**config.mk**
```make
export PLATFORM = sky130hd
export DESIGN_NAME = bin_to_bcd_seq_flat
export DESIGN_NICKNAME = d
export VERILOG_FILES = /design/src/rtl/bcd_pkg.sv /design/src/rtl/bin_to_bcd_seq_if.sv /design/src/rtl/bcd_digit_adj.sv /design/src/rtl/bin_to_bcd_seq.sv /design/src/flat_wrapper.sv
export SDC_FILE = /design/constraint.sdc
export NUM_CORES = 1
export LEC_CHECK = 0
export CORE_MARGIN = 2
export CORE_UTILIZATION = 53
export DETAILED_ROUTE_END_ITERATION = 12
export GPL_TIMING_DRIVEN = 1
export PLACE_DENSITY = 0.79
export SYNTH_ARGS = -nofsm -noshare
export SYNTH_HDL_FRONTEND = slang
export SYNTH_SLANG_ARGS = --single-unit
```
**constraint.sdc**
```tcl
create_clock -name clk -period 1.65 [get_ports clk]
set_input_delay 0.33 -clock clk [delete_from_list [all_inputs] [get_ports clk]]
set_output_delay 0.33 -clock clk [all_outputs]
set_load 0.05 [all_outputs]
```
**src/rtl/bcd_pkg.sv**
```systemverilog
// -----------------------------------------------------------------------------
// bcd_pkg
// Shared definitions for the binary-to-BCD path: converter FSM states, the
// double-dabble nibble adjust constants and the digit width. Also used by the
// display decoder and future BCD counters.
// Contents:
//   NIBBLE_W      width of one BCD digit
//   ADJ_THRESH    nibble value at/above which the +3 correction is applied
//   ADJ_ADD       the correction added before each shift
//   conv_state_t  converter FSM states (ST_IDLE, ST_CONV)
//   digits_ok()   true when DIGITS decimal digits can hold 2**BIN_W-1
// -----------------------------------------------------------------------------
package bcd_pkg;

   localparam int unsigned NIBBLE_W   = 4;
   localparam logic [3:0]  ADJ_THRESH = 4'd5;
   localparam logic [3:0]  ADJ_ADD    = 4'd3;

   typedef enum logic {
      ST_IDLE,
      ST_CONV
   } conv_state_t;

   // Elaboration-time sizing check: 10**digits must exceed the largest input.
   function automatic bit digits_ok(input int unsigned bin_w, input int unsigned digits);
      longint unsigned pow;
      longint unsigned max_in;
      pow = 1;
      for (int unsigned i = 0; i < digits; i++) begin
         pow = pow * 10;
      end
      max_in = (longint'(1) << bin_w) - 1;
      return pow > max_in;
   endfunction

endpackage

```
**src/rtl/bin_to_bcd_seq_if.sv**
```systemverilog
// -----------------------------------------------------------------------------
// bin_to_bcd_seq_if
// Start/done handshake plus result bus between the up counter / display path
// and the sequential binary-to-BCD converter.
// Signals:
//   start  request conversion of bin (requester -> converter)
//   bin    binary value, BIN_W bits (requester -> converter)
//   busy   conversion in progress (converter -> requester)
//   done   one-cycle pulse, bcd/blank updated (converter -> requester)
//   bcd    packed BCD, digit 0 in [3:0] (converter -> requester)
//   blank  leading-zero blank mask, one bit per digit (converter -> requester)
// Modports: master = requester side, slave = converter side.
// -----------------------------------------------------------------------------
interface bin_to_bcd_seq_if #(
   parameter int unsigned BIN_W  = 12,
   parameter int unsigned DIGITS = 4
);

   logic                  start;
   logic [BIN_W-1:0]      bin;
   logic                  busy;
   logic                  done;
   logic [4*DIGITS-1:0]   bcd;
   logic [DIGITS-1:0]     blank;

   modport master (
      output start,
      output bin,
      input  busy,
      input  done,
      input  bcd,
      input  blank
   );

   modport slave (
      input  start,
      input  bin,
      output busy,
      output done,
      output bcd,
      output blank
   );

endinterface

```
**src/rtl/bcd_digit_adj.sv**
```systemverilog
// -----------------------------------------------------------------------------
// bcd_digit_adj
// Double-dabble correction for one BCD digit: adds 3 when the digit is 5 or
// more so that the following left shift carries correctly into the next digit.
// Ports:
//   din   current digit value (NIBBLE_W bits)
//   dout  corrected digit value (NIBBLE_W bits)
// -----------------------------------------------------------------------------
module bcd_digit_adj
   import bcd_pkg::*;
(
   input  logic [NIBBLE_W-1:0] din,
   output logic [NIBBLE_W-1:0] dout
);

   always_comb begin
      dout = din;
      if (din >= ADJ_THRESH) begin
         dout = din + ADJ_ADD;
      end
   end

endmodule

```
**src/rtl/bin_to_bcd_seq.sv**
```systemverilog
// -----------------------------------------------------------------------------
// bin_to_bcd_seq
// Sequential double-dabble converter: takes the BIN_W-bit binary count and
// produces DIGITS packed BCD digits for the seven-segment display path.
// One conversion takes BIN_W+1 cycles (accept edge + BIN_W shift edges);
// a start in the done cycle is accepted, so conversions can run back-to-back.
// Ports:
//   clk    system clock, rising edge
//   rst_n  asynchronous active-low reset
//   bus    bin_to_bcd_seq_if.slave: start, bin in; busy, done, bcd, blank out
// Parameters:
//   BIN_W   binary input width (default 12)
//   DIGITS  BCD digits produced (default 4); 10**DIGITS must exceed 2**BIN_W-1
// Configuration macro:
//   LEADING_ZERO_BLANK_EN  when defined, blank[i] is set iff digit i and all
//                          higher digits are zero (blank[0] always 0); when
//                          undefined, blank stays all-zero.
// -----------------------------------------------------------------------------
module bin_to_bcd_seq
   import bcd_pkg::*;
#(
   parameter int unsigned BIN_W  = 12,
   parameter int unsigned DIGITS = 4
) (
   input  logic           clk,
   input  logic           rst_n,
   bin_to_bcd_seq_if.slave bus
);

   localparam int unsigned BCD_W = NIBBLE_W * DIGITS;
   localparam int unsigned SR_W  = BIN_W + BCD_W;
   localparam int unsigned CNT_W = $clog2(BIN_W + 1);

   if (!digits_ok(BIN_W, DIGITS)) begin : g_cfg_err
      $error("bin_to_bcd_seq: DIGITS too small for BIN_W");
   end

   conv_state_t       state;
   conv_state_t       state_nxt;
   logic [SR_W-1:0]   sr;
   logic [SR_W-1:0]   sr_adj;
   logic [SR_W-1:0]   sr_shift;
   logic [BCD_W-1:0]  adj_field;
   logic [BCD_W-1:0]  bcd_nxt;
   logic [DIGITS-1:0] blank_nxt;
   logic [CNT_W-1:0]  iter;
   logic              accept;
   logic              last;
   logic              busy_o;
   logic              done_q;
   logic [BCD_W-1:0]  bcd_q;
   logic [DIGITS-1:0] blank_q;

   // Per-digit +3 correction on the BCD part of the shift register.
   for (genvar g = 0; g < DIGITS; g++) begin : g_adj
      bcd_digit_adj u_adj (
         .din  (sr[BIN_W + g*NIBBLE_W +: NIBBLE_W]),
         .dout (adj_field[g*NIBBLE_W +: NIBBLE_W])
      );
   end

   assign sr_adj   = {adj_field, sr[BIN_W-1:0]};
   assign sr_shift = sr_adj << 1;
   // After the last shift the whole binary part has moved into the BCD field.
   assign bcd_nxt  = sr_shift[SR_W-1 -: BCD_W];

   assign accept = (state == ST_IDLE) && bus.start;
   assign last   = (state == ST_CONV) && (iter == CNT_W'(1));

`ifdef LEADING_ZERO_BLANK_EN
   logic zero_run;

   // Walk from the top digit down; a digit blanks only while every digit
   // above it (and itself) is zero. Digit 0 is never blanked.
   always_comb begin
      blank_nxt = '0;
      zero_run  = 1'b1;
      for (int unsigned i = DIGITS - 1; i >= 1; i--) begin
         zero_run     = zero_run & (bcd_nxt[i*NIBBLE_W +: NIBBLE_W] == '0);
         blank_nxt[i] = zero_run;
      end
   end
`else
   assign blank_nxt = '0;
`endif

   // State register
   always_ff @(posedge clk or negedge rst_n) begin
      if (!rst_n) begin
         state <= ST_IDLE;
      end else begin
         state <= state_nxt;
      end
   end

   // Next-state logic
   always_comb begin
      state_nxt = state;
      case (state)
         ST_IDLE: if (bus.start) state_nxt = ST_CONV;
         ST_CONV: if (last)      state_nxt = ST_IDLE;
      endcase
   end

   // Output logic
   always_comb begin
      busy_o = (state == ST_CONV);
   end

   // Datapath: shift register, iteration counter, result registers
   always_ff @(posedge clk or negedge rst_n) begin
      if (!rst_n) begin
         sr      <= '0;
         iter    <= '0;
         done_q  <= 1'b0;
         bcd_q   <= '0;
         blank_q <= '0;
      end else begin
         done_q <= 1'b0;
         if (accept) begin
            sr   <= {{BCD_W{1'b0}}, bus.bin};
            iter <= CNT_W'(BIN_W);
         end else if (state == ST_CONV) begin
            sr   <= sr_shift;
            iter <= iter - 1'b1;
            if (last) begin
               done_q  <= 1'b1;
               bcd_q   <= bcd_nxt;
               blank_q <= blank_nxt;
            end
         end
      end
   end

   assign bus.busy  = busy_o;
   assign bus.done  = done_q;
   assign bus.bcd   = bcd_q;
   assign bus.blank = blank_q;

endmodule

```
**src/flat_wrapper.sv**
```systemverilog
// flat-port wrapper written by rule: the top's interface ports become plain ports
module bin_to_bcd_seq_flat import bcd_pkg::*;
#(
   parameter int unsigned BIN_W  = 12,
   parameter int unsigned DIGITS = 4
)
  (clk, rst_n, bus_start, bus_bin, bus_busy, bus_done, bus_bcd, bus_blank);
  bin_to_bcd_seq_if #(.BIN_W(BIN_W), .DIGITS(DIGITS)) bus_i ();
  input  logic clk;
  input  logic rst_n;
  input wire logic [$bits(bus_i.start)-1:0] bus_start;
  input wire logic [$bits(bus_i.bin)-1:0] bus_bin;
  output wire logic [$bits(bus_i.busy)-1:0] bus_busy;
  output wire logic [$bits(bus_i.done)-1:0] bus_done;
  output wire logic [$bits(bus_i.bcd)-1:0] bus_bcd;
  output wire logic [$bits(bus_i.blank)-1:0] bus_blank;
  assign bus_i.start = bus_start;
  assign bus_i.bin = bus_bin;
  assign bus_busy = bus_i.busy;
  assign bus_done = bus_i.done;
  assign bus_bcd = bus_i.bcd;
  assign bus_blank = bus_i.blank;
  bin_to_bcd_seq #(.BIN_W(BIN_W), .DIGITS(DIGITS)) u_core (.clk(clk), .rst_n(rst_n), .bus(bus_i));
endmodule
```
==> impl_metrics.xml, run 1 <==
<?xml version="1.0" encoding="UTF-8"?>
<metrics>
  <group name="finish">
    <metric name="final.fill_count" unit="">358</metric>
    <metric name="commonest_non_fill_non_tap_cell_in_the_layout" unit="">sky130_fd_sc_hd__dfrtp_1</metric>
    <metric name="finalNonFillerCells" unit="">313</metric>
    <metric name="num_antenna_cells" unit="">0</metric>
    <metric name="fin_nets" unit="">285</metric>
    <metric name="fin_util" unit="">0.664</metric>
    <metric name="final_cell_mix" unit="">sky130_fd_sc_hd__dfrtp_1 (50), sky130_fd_sc_hd__nand2_1 (31), sky130_fd_sc_hd__o21ai_0 (26), sky130_fd_sc_hd__buf_4 (21), sky130_fd_sc_hd__mux2i_1 (14)</metric>
    <metric name="drive_above_1_share" unit="">0.188</metric>
    <metric name="area_growth_syn_to_layout" unit="%">21.4</metric>
    <metric name="seqCellArea" unit="um2">1250</metric>
    <metric name="multi_input_comb_area" unit="um2">1020</metric>
  </group>
  <group name="sta">
    <metric name="timing.final.hold_violations" unit="">0</metric>
    <metric name="finalSetupViolCount" unit="">0</metric>
    <metric name="final_worst_path_period_need" unit="ns">1.53</metric>
    <metric name="postLayoutSetupSlackWorst" unit="ns">0.116</metric>
    <metric name="finalHoldWorstSlack" unit="ns">0.00426</metric>
    <metric name="fin_tns_setup" unit="ns">0</metric>
    <metric name="f_max" unit="GHz">0.652</metric>
    <metric name="clock-skew-final" unit="ns">0.00506</metric>
    <metric name="finalCritPeriodShare" unit="">0.930</metric>
    <metric name="grt_setup_unrepaired" unit="">no</metric>
    <metric name="timing.final.max_slew_violations" unit="">0</metric>
  </group>
  <group name="synthesis">
    <metric name="synth_simple_gate_area_frac" unit="">0.114</metric>
    <metric name="number_of_warnings_printed_during_yosys_synthesis" unit="">0</metric>
    <metric name="synth_area" unit="um2">2380</metric>
    <metric name="main_combinational_cell_family_by_area_after_synthesis" unit="">compound AO/OA/AOI/OAI gates</metric>
    <metric name="synth_compound_area_frac" unit="">0.129</metric>
    <metric name="postSynthAreaPerCell" unit="um2">10.6</metric>
    <metric name="muxShareOfSynthArea" unit="">0.102</metric>
    <metric name="post_synth_fa_ha_maj_area_fraction" unit="">0.0525</metric>
    <metric name="area_share_of_xor_xnor_cells_in_the_synthesized_design" unit="">0.0221</metric>
    <metric name="post_synth_inst_count" unit="">225</metric>
    <metric name="fraction_of_the_yosys_area_taken_by_sequential_cells" unit="">0.525</metric>
    <metric name="number_of_distinct_library_cells_after_synthesis" unit="">26</metric>
    <metric name="synth-seq-cells" unit="">50</metric>
  </group>
  <group name="floorplanning">
    <metric name="rows" unit="">24</metric>
    <metric name="die_w" unit="um">71.0</metric>
    <metric name="core" unit="um2">4350</metric>
    <metric name="pin_count" unit="">37</metric>
    <metric name="overall_die_height" unit="um">71.0</metric>
    <metric name="floorplan.initialDensity" unit="">0.547</metric>
    <metric name="die_area" unit="um2">5040</metric>
  </group>
  <group name="drt">
    <metric name="first_iter_violations" unit="">48</metric>
    <metric name="met3_wirelength" unit="um">186</metric>
    <metric name="drc_violations_left" unit="">0</metric>
    <metric name="drtAntennaViolNets" unit="">0</metric>
    <metric name="detailroute.wirelength.met2" unit="um">1950</metric>
    <metric name="total_routed_length" unit="um">4270</metric>
    <metric name="drt_pass1_iterations" unit="">4</metric>
    <metric name="routed-via-count" unit="">1678</metric>
    <metric name="met1Wirelength" unit="um">2070</metric>
    <metric name="highest-signal-layer" unit="">met4</metric>
    <metric name="routed_via_density" unit="">5.36</metric>
    <metric name="routedWlPerCell" unit="um">13.6</metric>
  </group>
  <group name="critical_path">
    <metric name="crit_path_end_kind" unit="">register</metric>
    <metric name="worst-endpoint-required" unit="ns">1.85</metric>
    <metric name="maximum_net_fanout_on_the_critical_path" unit="">5</metric>
    <metric name="worst-r2r-setup-slack" unit="ns">0.12</metric>
    <metric name="timing.reg2reg.worst_path_depth" unit="">5</metric>
    <metric name="cp-start-kind" unit="">register</metric>
    <metric name="crit-reg2reg-capture" unit="">u_core.bus.bcd[1]$_DFFE_PN0P_</metric>
    <metric name="critPathSlowestCell" unit="">sky130_fd_sc_hd__dfrtp_1</metric>
    <metric name="cp_data_arrival_time" unit="ns">1.73</metric>
    <metric name="timing.critical_path.cells" unit="">ha_1 -&gt; nand2b_1 -&gt; a21oi_2 -&gt; xnor2_1 -&gt; mux2_2</metric>
    <metric name="reg2reg_from" unit="">u_core.sr[12]$_DFFE_PN0P_</metric>
    <metric name="crit_path_max_incr_delay" unit="ns">0.44</metric>
    <metric name="critical_path_class" unit="">register to register</metric>
  </group>
  <group name="placed_design">
    <metric name="port-buffer-count" unit="">32</metric>
    <metric name="hpwl" unit="um">2960</metric>
    <metric name="post-place-cells" unit="">305</metric>
    <metric name="place_worst_setup_slack" unit="ns">0.140</metric>
    <metric name="globalplace.congestion" unit="">0.779</metric>
  </group>
  <group name="global_route">
    <metric name="first_pass_grt_wire_length" unit="um">7460</metric>
    <metric name="gr-total-overflow" unit="">0</metric>
    <metric name="grt_util_all_layers" unit="">0.187</metric>
    <metric name="antenna_found_initial" unit="">0</metric>
    <metric name="grt_pass1_vias" unit="">1633</metric>
    <metric name="grt_max_degree" unit="">51</metric>
  </group>
  <group name="min_path">
    <metric name="worstHoldPathType" unit="">input pin to asynchronous set/reset pin</metric>
  </group>
  <group name="run">
    <metric name="cap_viol_max_count" unit="">0</metric>
  </group>
  <group name="cts">
    <metric name="ctsHoldBuffers" unit="">0</metric>
    <metric name="cts_buffer_depth" unit="">2</metric>
    <metric name="insertion_delay_of_the_later_clocked_pin_in_the_worst_skew_pair" unit="ns">0.30</metric>
    <metric name="clock-root-buffer" unit="">sky130_fd_sc_hd__clkbuf_8</metric>
    <metric name="cts.htree.levels" unit="">2</metric>
    <metric name="clock_sink_total" unit="">50</metric>
    <metric name="cts_tree" unit="">yes</metric>
    <metric name="clkSlewWorstSetupHoldPaths" unit="ns">0.09</metric>
    <metric name="cts_inserted_buffers" unit="">5</metric>
  </group>
  <group name="power_and_ir_drop">
    <metric name="p_per_area" unit="nW/um2">2160</metric>
    <metric name="ir_worst_vdd" unit="V">0.000853</metric>
    <metric name="power.static_leakage" unit="nW">1.39</metric>
  </group>
  <group name="outcome">
    <metric name="run_status" unit="">finished clean</metric>
  </group>
</metrics>
cell usage after synthesis:
library cell | number | share of area
sky130_fd_sc_hd__o21ai_0 | 26 | 0.055
sky130_fd_sc_hd__conb_1 | 1 | 0.0016
sky130_fd_sc_hd__a21oi_2 | 4 | 0.015
sky130_fd_sc_hd__nand3_2 | 1 | 0.0042
sky130_fd_sc_hd__mux2_2 | 6 | 0.028
sky130_fd_sc_hd__a21oi_1 | 6 | 0.013
sky130_fd_sc_hd__nor3b_1 | 5 | 0.016
sky130_fd_sc_hd__mux2_4 | 1 | 0.0063
sky130_fd_sc_hd__nand2b_1 | 4 | 0.011
sky130_fd_sc_hd__nand2_1 | 31 | 0.049
sky130_fd_sc_hd__a22o_1 | 9 | 0.033
sky130_fd_sc_hd__nor2_1 | 10 | 0.016
sky130_fd_sc_hd__a31oi_1 | 3 | 0.0079
sky130_fd_sc_hd__inv_2 | 1 | 0.0016
sky130_fd_sc_hd__clkbuf_1 | 4 | 0.0063
sky130_fd_sc_hd__inv_1 | 11 | 0.017
sky130_fd_sc_hd__dfrtp_1 | 50 | 0.53
sky130_fd_sc_hd__buf_2 | 5 | 0.011
sky130_fd_sc_hd__or3_1 | 4 | 0.011
sky130_fd_sc_hd__buf_6 | 1 | 0.0047
sky130_fd_sc_hd__mux2i_1 | 16 | 0.067
sky130_fd_sc_hd__buf_4 | 4 | 0.013
sky130_fd_sc_hd__nor3_1 | 4 | 0.0084
sky130_fd_sc_hd__xnor2_1 | 6 | 0.022
sky130_fd_sc_hd__ha_1 | 10 | 0.053
sky130_fd_sc_hd__a21o_1 | 2 | 0.0063
how the worst max path moves through the flow:
stage	startpoint	endpoint	slack (ns)	depth (start not counted)
final	u_core.sr[12]$_DFFE_PN0P_	u_core.bus.bcd[1]$_DFFE_PN0P_	0.12	5
after global routing	u_core.sr[20]$_DFFE_PN0P_	u_core.bus.bcd[10]$_DFFE_PN0P_	0.007	6
after CTS	u_core.bus.busy$_DFF_PN0_	bus_busy	0.08	2
after detailed placement	bus_start	u_core.sr[20]$_DFFE_PN0P_	0.14	4
after global placement	bus_start	u_core.sr[16]$_DFFE_PN0P_	0.15	4
after floorplan	u_core.bus.busy$_DFF_PN0_	u_core.bus.bcd[10]$_DFFE_PN0P_	0.18	4
stage by stage:
stage / power, mW / instance area, um2
detailed placement: 5.19 / 2740
CTS: 6.25 / 2880
floorplan: 4.38 / 2390
global route: 6.70 / 2890
finish: 6.25 / 2890
global placement: 5.08 / 2740
state kept, by name, summed over array words and instances (netlist names):
name             cells
u_core.bus.busy      1
u_core.iter          4
u_core.bus.done      1
u_core.sr           28
u_core.bus.bcd      16
area by class of cell:
cell class | instances | area share
Clock inverter | 2 | 0.0208
Multi-Input combinational cell | 152 | 0.354
Sequential cell | 50 | 0.433
Clock buffer | 6 | 0.0286
Tap cell | 52 | 0.0225
Inverter | 12 | 0.0156
Timing Repair Buffer | 39 | 0.126
routing by layer:
layer  up-vias  global-route usage
li1        824                   -
met1       803               0.259
met2        43               0.292
met3         8              0.0470
met4         0              0.0566
met5         -                   0
worst max-delay path: cells and delay by family, from the launching register on:
| kind | cells | cell delay [ns] |
|---|---|---|
| xor gates and xnor gates | 1 | 0.12 |
| AOI/OAI and AO/OA | 1 | 0.22 |
| muxes | 1 | 0.27 |
| and+or+nand+nor | 1 | 0.16 |
| DFF | 1 | 0.44 |
| adders and majority gates | 1 | 0.22 |
cell families after synthesis:
family / Yosys count
flops: 50
other cells: 1
fa+ha+maj: 10
xor+xnor: 6
compound gates: 50
simple gates: 59
mux: 23
buf+inv: 26
power breakdown:
| part | total (mW) | switching (mW) | leakage (nW) | internal (mW) |
|---|---|---|---|---|
| Clock | 1.05 | 0.402 | 0.0714 | 0.646 |
| Sequential | 2.16 | 0.397 | 0.629 | 1.77 |
| Combinational | 3.03 | 1.79 | 0.686 | 1.24 |
| Total | 6.25 | 2.59 | 1.39 | 3.65 |
timing repair:
action / in CTS / in global routing
endpoints found under the setup margin: 0 / 3
resized for setup: 0 / 3
hold endpoints to repair: 0 / 0
buffers inserted: 0 / 0
Power figures use the tool's default switching activity.
==> run 2: changes to the inputs <==
Settings changed: CORE_MARGIN 2 to 4.
==> run 2 against run 1 <==
Against the previous run: global-route usage fell by 0.56 points; first-iteration DRC count rose by 85%; largest power group unchanged; flip-flop and latch count did not move.
==> impl_metrics.xml, run 2 (same netlist as run 1, synthesis figures left out) <==
<?xml version="1.0" encoding="UTF-8"?>
<metrics>
  <group name="outcome">
    <metric name="run_status" unit="">finished clean</metric>
  </group>
  <group name="floorplanning">
    <metric name="overall_die_height" unit="um">75.0</metric>
    <metric name="die_area" unit="um2">5630</metric>
    <metric name="floorplan.initialDensity" unit="">0.547</metric>
    <metric name="core" unit="um2">4350</metric>
    <metric name="pin_count" unit="">37</metric>
    <metric name="die_w" unit="um">75.0</metric>
    <metric name="rows" unit="">24</metric>
  </group>
  <group name="critical_path">
    <metric name="cp_data_arrival_time" unit="ns">1.79</metric>
    <metric name="cp-startpoint" unit="">u_core.sr[20]$_DFFE_PN0P_</metric>
    <metric name="maximum_net_fanout_on_the_critical_path" unit="">4</metric>
    <metric name="crit_path_end_kind" unit="">register</metric>
    <metric name="worst-endpoint-required" unit="ns">1.89</metric>
    <metric name="cp-start-kind" unit="">register</metric>
    <metric name="reg2reg_from" unit="">u_core.sr[20]$_DFFE_PN0P_</metric>
    <metric name="critical_path_class" unit="">register to register</metric>
  </group>
  <group name="finish">
    <metric name="final_cell_mix" unit="">sky130_fd_sc_hd__dfrtp_1 (50), sky130_fd_sc_hd__nand2_1 (31), sky130_fd_sc_hd__o21ai_0 (26), sky130_fd_sc_hd__buf_4 (23), sky130_fd_sc_hd__mux2i_1 (15)</metric>
    <metric name="drive_above_1_share" unit="">0.190</metric>
    <metric name="commonest_non_fill_non_tap_cell_in_the_layout" unit="">sky130_fd_sc_hd__dfrtp_1</metric>
    <metric name="fin_nets" unit="">287</metric>
    <metric name="area_growth_syn_to_layout" unit="%">20.5</metric>
    <metric name="fin_util" unit="">0.659</metric>
    <metric name="registers.top_by_ff_count" unit="">u_core.sr</metric>
    <metric name="final.fill_count" unit="">325</metric>
    <metric name="num_antenna_cells" unit="">0</metric>
    <metric name="largest_reg_flops" unit="">28</metric>
    <metric name="final_design_area_no_fill" unit="um2">2870</metric>
    <metric name="finalNonFillerCells" unit="">315</metric>
  </group>
  <group name="drt">
    <metric name="met3_wirelength" unit="um">196</metric>
    <metric name="drc_violations_left" unit="">0</metric>
    <metric name="total_routed_length" unit="um">4480</metric>
    <metric name="highest-signal-layer" unit="">met4</metric>
    <metric name="drt_pass1_iterations" unit="">4</metric>
    <metric name="routed_via_density" unit="">5.36</metric>
    <metric name="met1Wirelength" unit="um">2070</metric>
    <metric name="drtAntennaViolNets" unit="">0</metric>
    <metric name="detailroute.wirelength.met2" unit="um">2160</metric>
    <metric name="first_iter_violations" unit="">89</metric>
    <metric name="routed-via-count" unit="">1688</metric>
    <metric name="routedWlPerCell" unit="um">14.2</metric>
  </group>
  <group name="placed_design">
    <metric name="globalplace.congestion" unit="">0.777</metric>
    <metric name="hpwl" unit="um">3270</metric>
    <metric name="postPlaceCellArea" unit="um2">2740</metric>
    <metric name="port-buffer-count" unit="">32</metric>
    <metric name="post-place-cells" unit="">306</metric>
  </group>
  <group name="sta">
    <metric name="grt_setup_unrepaired" unit="">no</metric>
    <metric name="f_max" unit="GHz">0.644</metric>
    <metric name="clock-skew-final" unit="ns">0.0162</metric>
    <metric name="fin_tns_setup" unit="ns">0</metric>
    <metric name="finalSetupViolCount" unit="">0</metric>
    <metric name="timing.final.max_slew_violations" unit="">0</metric>
    <metric name="final_worst_path_period_need" unit="ns">1.55</metric>
    <metric name="finalCritPeriodShare" unit="">0.941</metric>
    <metric name="timing.final.hold_violations" unit="">0</metric>
  </group>
  <group name="run">
    <metric name="cap_viol_max_count" unit="">0</metric>
  </group>
  <group name="power_and_ir_drop">
    <metric name="p_clk_frac" unit="">0.140</metric>
    <metric name="p_per_area" unit="nW/um2">2110</metric>
    <metric name="share_comb_of_total_power" unit="">0.503</metric>
    <metric name="power.static_leakage" unit="nW">1.38</metric>
    <metric name="power.sequential.fraction" unit="">0.358</metric>
    <metric name="ir_worst_vdd" unit="V">0.000823</metric>
    <metric name="total_switching_power" unit="mW">2.60</metric>
    <metric name="total_power" unit="mW">6.05</metric>
    <metric name="sw_frac_of_total" unit="">0.430</metric>
    <metric name="p_int" unit="mW">3.45</metric>
  </group>
  <group name="cts">
    <metric name="cts_inserted_buffers" unit="">5</metric>
    <metric name="post-cts-setup-buffer-count" unit="">0</metric>
    <metric name="cts_buffer_depth" unit="">2</metric>
    <metric name="clock-root-buffer" unit="">sky130_fd_sc_hd__clkbuf_8</metric>
    <metric name="clock_sink_total" unit="">50</metric>
    <metric name="insertion_delay_of_the_later_clocked_pin_in_the_worst_skew_pair" unit="ns">0.31</metric>
    <metric name="cts.htree.levels" unit="">2</metric>
    <metric name="cts_tree" unit="">yes</metric>
    <metric name="clkSlewWorstSetupHoldPaths" unit="ns">0.10</metric>
  </group>
  <group name="global_route">
    <metric name="gr-total-overflow" unit="">0</metric>
    <metric name="first_pass_grt_wire_length" unit="um">7670</metric>
    <metric name="grt_util_all_layers" unit="">0.181</metric>
    <metric name="antenna_found_initial" unit="">0</metric>
    <metric name="grt_pass1_vias" unit="">1631</metric>
    <metric name="grt_max_degree" unit="">29</metric>
  </group>
  <group name="min_path">
    <metric name="worstHoldPathType" unit="">input pin to asynchronous set/reset pin</metric>
  </group>
</metrics>
run 2: changes by cell type in the layout (fill, tap and decap cells not counted), sizes merged:
cell	delta
buf	+1
clkinv	+2
clkbuf	-1
bufinv	-1
dlygate4sd3	+1
run 2: final timing paths:
kind,endpoint,slack (ns),cells after the start
max,u_core.bus.bcd[10]$_DFFE_PN0P_,0.1,6
min,u_core.bus.bcd[5]$_DFFE_PN0P_,0.41,2
max reg2reg,u_core.bus.bcd[10]$_DFFE_PN0P_,0.1,6
min reg2reg,u_core.bus.bcd[4]$_DFFE_PN0P_,0.48,2
max in group asynchronous,u_core.bus.bcd[4]$_DFFE_PN0P_,0.77,3
min in group clk,u_core.bus.bcd[4]$_DFFE_PN0P_,0.48,2
run 2: power groups by stage:
stage	Sequential [mW]	Combinational [mW]	Clock (mW)
after floorplan	2.76	1.61	0
after global placement	2.16	2.92	0
after detailed placement	2.19	3.04	0
after CTS	2.17	3.05	0.866
after global routing	2.24	3.36	0.921
final	2.16	3.04	0.844
run 2: metal layers:
layer	vias to the layer above	GRT usage
met4	0	0.0573
li1	834	-
met5	-	0
met3	8	0.0467
met2	33	0.285
met1	813	0.245
run 2: layout make-up:
type | instances | area, um2 | share of cell area
Tap cell | 52 | 65.1 | 0.0227
Clock buffer | 5 | 68.8 | 0.0240
Clock inverter | 3 | 40.0 | 0.0140
Inverter | 12 | 45.0 | 0.0157
Sequential cell | 50 | 1250 | 0.436
Multi-Input combinational cell | 152 | 1020 | 0.356
Timing Repair Buffer | 41 | 378 | 0.132
run 2: worst max-delay path, cell delays in order, from the launching register on:
cell                       delay [ns]
sky130_fd_sc_hd__dfrtp_1         0.43
sky130_fd_sc_hd__inv_1           0.09
sky130_fd_sc_hd__ha_1            0.19
sky130_fd_sc_hd__nand2b_1        0.10
sky130_fd_sc_hd__a21oi_2         0.21
sky130_fd_sc_hd__mux2i_1         0.28
sky130_fd_sc_hd__mux2_4          0.19
run 2: repair_timing:
item / CTS / global route
endpoints found under the hold margin: 7 / 0
gates resized for setup: 0 / 2
endpoints found under the setup margin: 0 / 2
hold buffers: 1 / 0
run 2: per-stage QoR:
step	setup slack [ns]	hold WS, ns
after floorplan	0.177	0.0344
after global placement	0.152	0.203
after detailed placement	0.115	0.205
after CTS	0.0826	0.410
after global routing	0.00338	0.422
final	0.0974	0.411
==> run 3: changes to the inputs <==
==> constraint.sdc (replaced) <==
create_clock -name clk -period 1.65 [get_ports clk]
set_input_delay 0.2475 -clock clk [delete_from_list [all_inputs] [get_ports clk]]
set_output_delay 0.2475 -clock clk [all_outputs]
set_load 0.05 [all_outputs]
==> run 3 against run 2 <==
Against the previous run: register-to-register slack is essentially flat; worst hold slack better by 0.048 ns; critical path depth shrank 1; count of clock-buffer cells in the layout grew 2; critical endpoint is now u_core.sr[16]$_DFFE_PN0P_; highest routed layer unchanged; largest power group unchanged; critical path type unchanged.
==> impl_metrics.xml, run 3 (same netlist as run 1, synthesis figures left out) <==
<?xml version="1.0" encoding="UTF-8"?>
<metrics>
  <group name="finish">
    <metric name="finalNonFillerCells" unit="">313</metric>
    <metric name="seqCellArea" unit="um2">1250</metric>
    <metric name="multi_input_comb_area" unit="um2">1040</metric>
    <metric name="fin_nets" unit="">286</metric>
    <metric name="area_growth_syn_to_layout" unit="%">19.4</metric>
    <metric name="final.fill_count" unit="">360</metric>
    <metric name="drive_above_1_share" unit="">0.180</metric>
    <metric name="num_antenna_cells" unit="">0</metric>
    <metric name="commonest_non_fill_non_tap_cell_in_the_layout" unit="">sky130_fd_sc_hd__dfrtp_1</metric>
    <metric name="final_cell_mix" unit="">sky130_fd_sc_hd__dfrtp_1 (50), sky130_fd_sc_hd__nand2_1 (31), sky130_fd_sc_hd__o21ai_0 (26), sky130_fd_sc_hd__buf_4 (22), sky130_fd_sc_hd__mux2i_1 (15)</metric>
    <metric name="registers.top_by_ff_count" unit="">u_core.sr</metric>
    <metric name="largest_reg_flops" unit="">28</metric>
  </group>
  <group name="floorplanning">
    <metric name="core" unit="um2">4350</metric>
    <metric name="die_w" unit="um">75.0</metric>
    <metric name="die_area" unit="um2">5630</metric>
    <metric name="overall_die_height" unit="um">75.0</metric>
    <metric name="pin_count" unit="">37</metric>
    <metric name="rows" unit="">24</metric>
    <metric name="floorplan.initialDensity" unit="">0.547</metric>
  </group>
  <group name="cts">
    <metric name="clock-root-buffer" unit="">sky130_fd_sc_hd__clkbuf_8</metric>
    <metric name="cts_buffer_depth" unit="">2</metric>
    <metric name="insertion_delay_of_the_later_clocked_pin_in_the_worst_skew_pair" unit="ns">0.30</metric>
    <metric name="cts_inserted_buffers" unit="">5</metric>
    <metric name="clkSlewWorstSetupHoldPaths" unit="ns">0.08</metric>
    <metric name="clock_sink_total" unit="">50</metric>
    <metric name="cts_tree" unit="">yes</metric>
    <metric name="cts.htree.levels" unit="">2</metric>
  </group>
  <group name="critical_path">
    <metric name="worst-endpoint-required" unit="ns">1.81</metric>
    <metric name="crit_path_max_incr_delay" unit="ns">0.46</metric>
    <metric name="cp_data_arrival_time" unit="ns">1.72</metric>
    <metric name="timing.critical_path.cells" unit="">ha_1 -&gt; nand2b_1 -&gt; nor3b_1 -&gt; a21oi_1 -&gt; o21ai_0</metric>
    <metric name="critPathBufInv" unit="">0</metric>
    <metric name="critPathSlowestCell" unit="">sky130_fd_sc_hd__dfrtp_1</metric>
    <metric name="maximum_net_fanout_on_the_critical_path" unit="">5</metric>
    <metric name="critical_path.top_delay_family" unit="">flip-flops</metric>
    <metric name="cp-start-kind" unit="">register</metric>
    <metric name="critical_path_class" unit="">register to register</metric>
    <metric name="crit_path_end_kind" unit="">register</metric>
  </group>
  <group name="sta">
    <metric name="postLayoutSetupSlackWorst" unit="ns">0.0928</metric>
    <metric name="f_max" unit="GHz">0.642</metric>
    <metric name="grt_setup_unrepaired" unit="">yes</metric>
    <metric name="clock-skew-final" unit="ns">0.00366</metric>
    <metric name="timing.final.hold_violations" unit="">0</metric>
    <metric name="finalCritPeriodShare" unit="">0.944</metric>
    <metric name="finalSetupViolCount" unit="">0</metric>
    <metric name="timing.final.max_slew_violations" unit="">0</metric>
    <metric name="final_worst_path_period_need" unit="ns">1.56</metric>
  </group>
  <group name="global_route">
    <metric name="first_pass_grt_wire_length" unit="um">7160</metric>
    <metric name="antenna_found_initial" unit="">0</metric>
    <metric name="grt_util_all_layers" unit="">0.170</metric>
    <metric name="gr-total-overflow" unit="">0</metric>
    <metric name="grt_max_degree" unit="">51</metric>
    <metric name="grt_pass1_vias" unit="">1530</metric>
  </group>
  <group name="min_path">
    <metric name="worstHoldPathType" unit="">input pin to asynchronous set/reset pin</metric>
  </group>
  <group name="outcome">
    <metric name="run_status" unit="">finished clean</metric>
  </group>
  <group name="drt">
    <metric name="routed-via-count" unit="">1679</metric>
    <metric name="total_routed_length" unit="um">4430</metric>
    <metric name="routed_via_density" unit="">5.36</metric>
    <metric name="drtAntennaViolNets" unit="">0</metric>
    <metric name="routedWlPerCell" unit="um">14.2</metric>
    <metric name="first_iter_violations" unit="">49</metric>
    <metric name="drc_violations_left" unit="">0</metric>
    <metric name="drt_pass1_iterations" unit="">4</metric>
  </group>
  <group name="run">
    <metric name="cap_viol_max_count" unit="">0</metric>
  </group>
  <group name="placed_design">
    <metric name="port-buffer-count" unit="">32</metric>
    <metric name="globalplace.congestion" unit="">0.821</metric>
    <metric name="hpwl" unit="um">3070</metric>
    <metric name="post-place-cells" unit="">305</metric>
    <metric name="place_worst_setup_slack" unit="ns">0.139</metric>
  </group>
  <group name="power_and_ir_drop">
    <metric name="p_per_area" unit="nW/um2">2080</metric>
    <metric name="power.static_leakage" unit="nW">1.36</metric>
    <metric name="total_power" unit="mW">5.92</metric>
    <metric name="ir_worst_vdd" unit="V">0.000801</metric>
  </group>
</metrics>
-- run 3: changes by cell type in the layout (fill, tap and decap cells not counted), sizes merged --
cell and change:
clkinv -2, bufinv -1, buf -1, clkbuf +2
-- run 3: layout make-up --
type | instances | area share
Tap cell | 52 | 0.0229
Timing Repair Buffer | 40 | 0.130
Clock buffer | 7 | 0.0268
Sequential cell | 50 | 0.440
Inverter | 12 | 0.0158
Multi-Input combinational cell | 152 | 0.364
-- run 3: per-layer routing --
| layer | part of all wire | GRT usage |
|---|---|---|
| met1 | 0.49 | 0.232 |
| met2 | 0.44 | 0.255 |
| met3 | 0.049 | 0.0414 |
| met4 | 0.022 | 0.0810 |
| met5 | 0 | 0 |
-- run 3: worst register-to-register path, stage by stage, from the launching register on --
cell and delay (ns):
sky130_fd_sc_hd__dfrtp_1 0.46, sky130_fd_sc_hd__ha_1 0.23, sky130_fd_sc_hd__nand2b_1 0.19, sky130_fd_sc_hd__nor3b_1 0.16, sky130_fd_sc_hd__a21oi_1 0.24, sky130_fd_sc_hd__o21ai_0 0.15
-- run 3: timing repair --
item,in CTS,in global routing
endpoints found under the setup margin,0,1
endpoints found under the hold margin,50,0
hold buffers,1,0
resized for setup,0,4
setup buffers,0,0
-- run 3: worst paths after layout --
| path | startpoint | to | slack, ns | cells after the start |
|---|---|---|---|---|
| setup / recovery | u_core.sr[12]$_DFFE_PN0P_ | u_core.sr[16]$_DFFE_PN0P_ | 0.09 | 5 |
| hold / removal | rst_n | u_core.bus.bcd[5]$_DFFE_PN0P_ | 0.46 | 3 |
| setup reg to reg | u_core.sr[12]$_DFFE_PN0P_ | u_core.sr[16]$_DFFE_PN0P_ | 0.09 | 5 |
| hold reg to reg | u_core.bus.bcd[4]$_DFFE_PN0P_ | u_core.bus.bcd[4]$_DFFE_PN0P_ | 0.48 | 2 |
| max in group asynchronous | rst_n | u_core.bus.bcd[0]$_DFFE_PN0P_ | 0.96 | 3 |
| min in group clk | u_core.bus.bcd[4]$_DFFE_PN0P_ | u_core.bus.bcd[4]$_DFFE_PN0P_ | 0.48 | 2 |
-- run 3: per-stage QoR --
stage	utilization	hold slack (ns)	TNS, ns	cell area [um2]
finish	0.653	0.459	0	2840
global route	0.653	0.480	-0.000794	2840
CTS	0.648	0.474	0	2820
detailed placement	0.628	0.260	0	2740
global placement	0.628	0.257	0	2740
floorplan	-	-0.0481	0	2390
-- run 3: power by group --
group	total (mW)	internal (mW)	switching (mW)
Clock	0.660	0.293	0.368
Sequential	2.18	1.77	0.417
Combinational	3.07	1.26	1.82
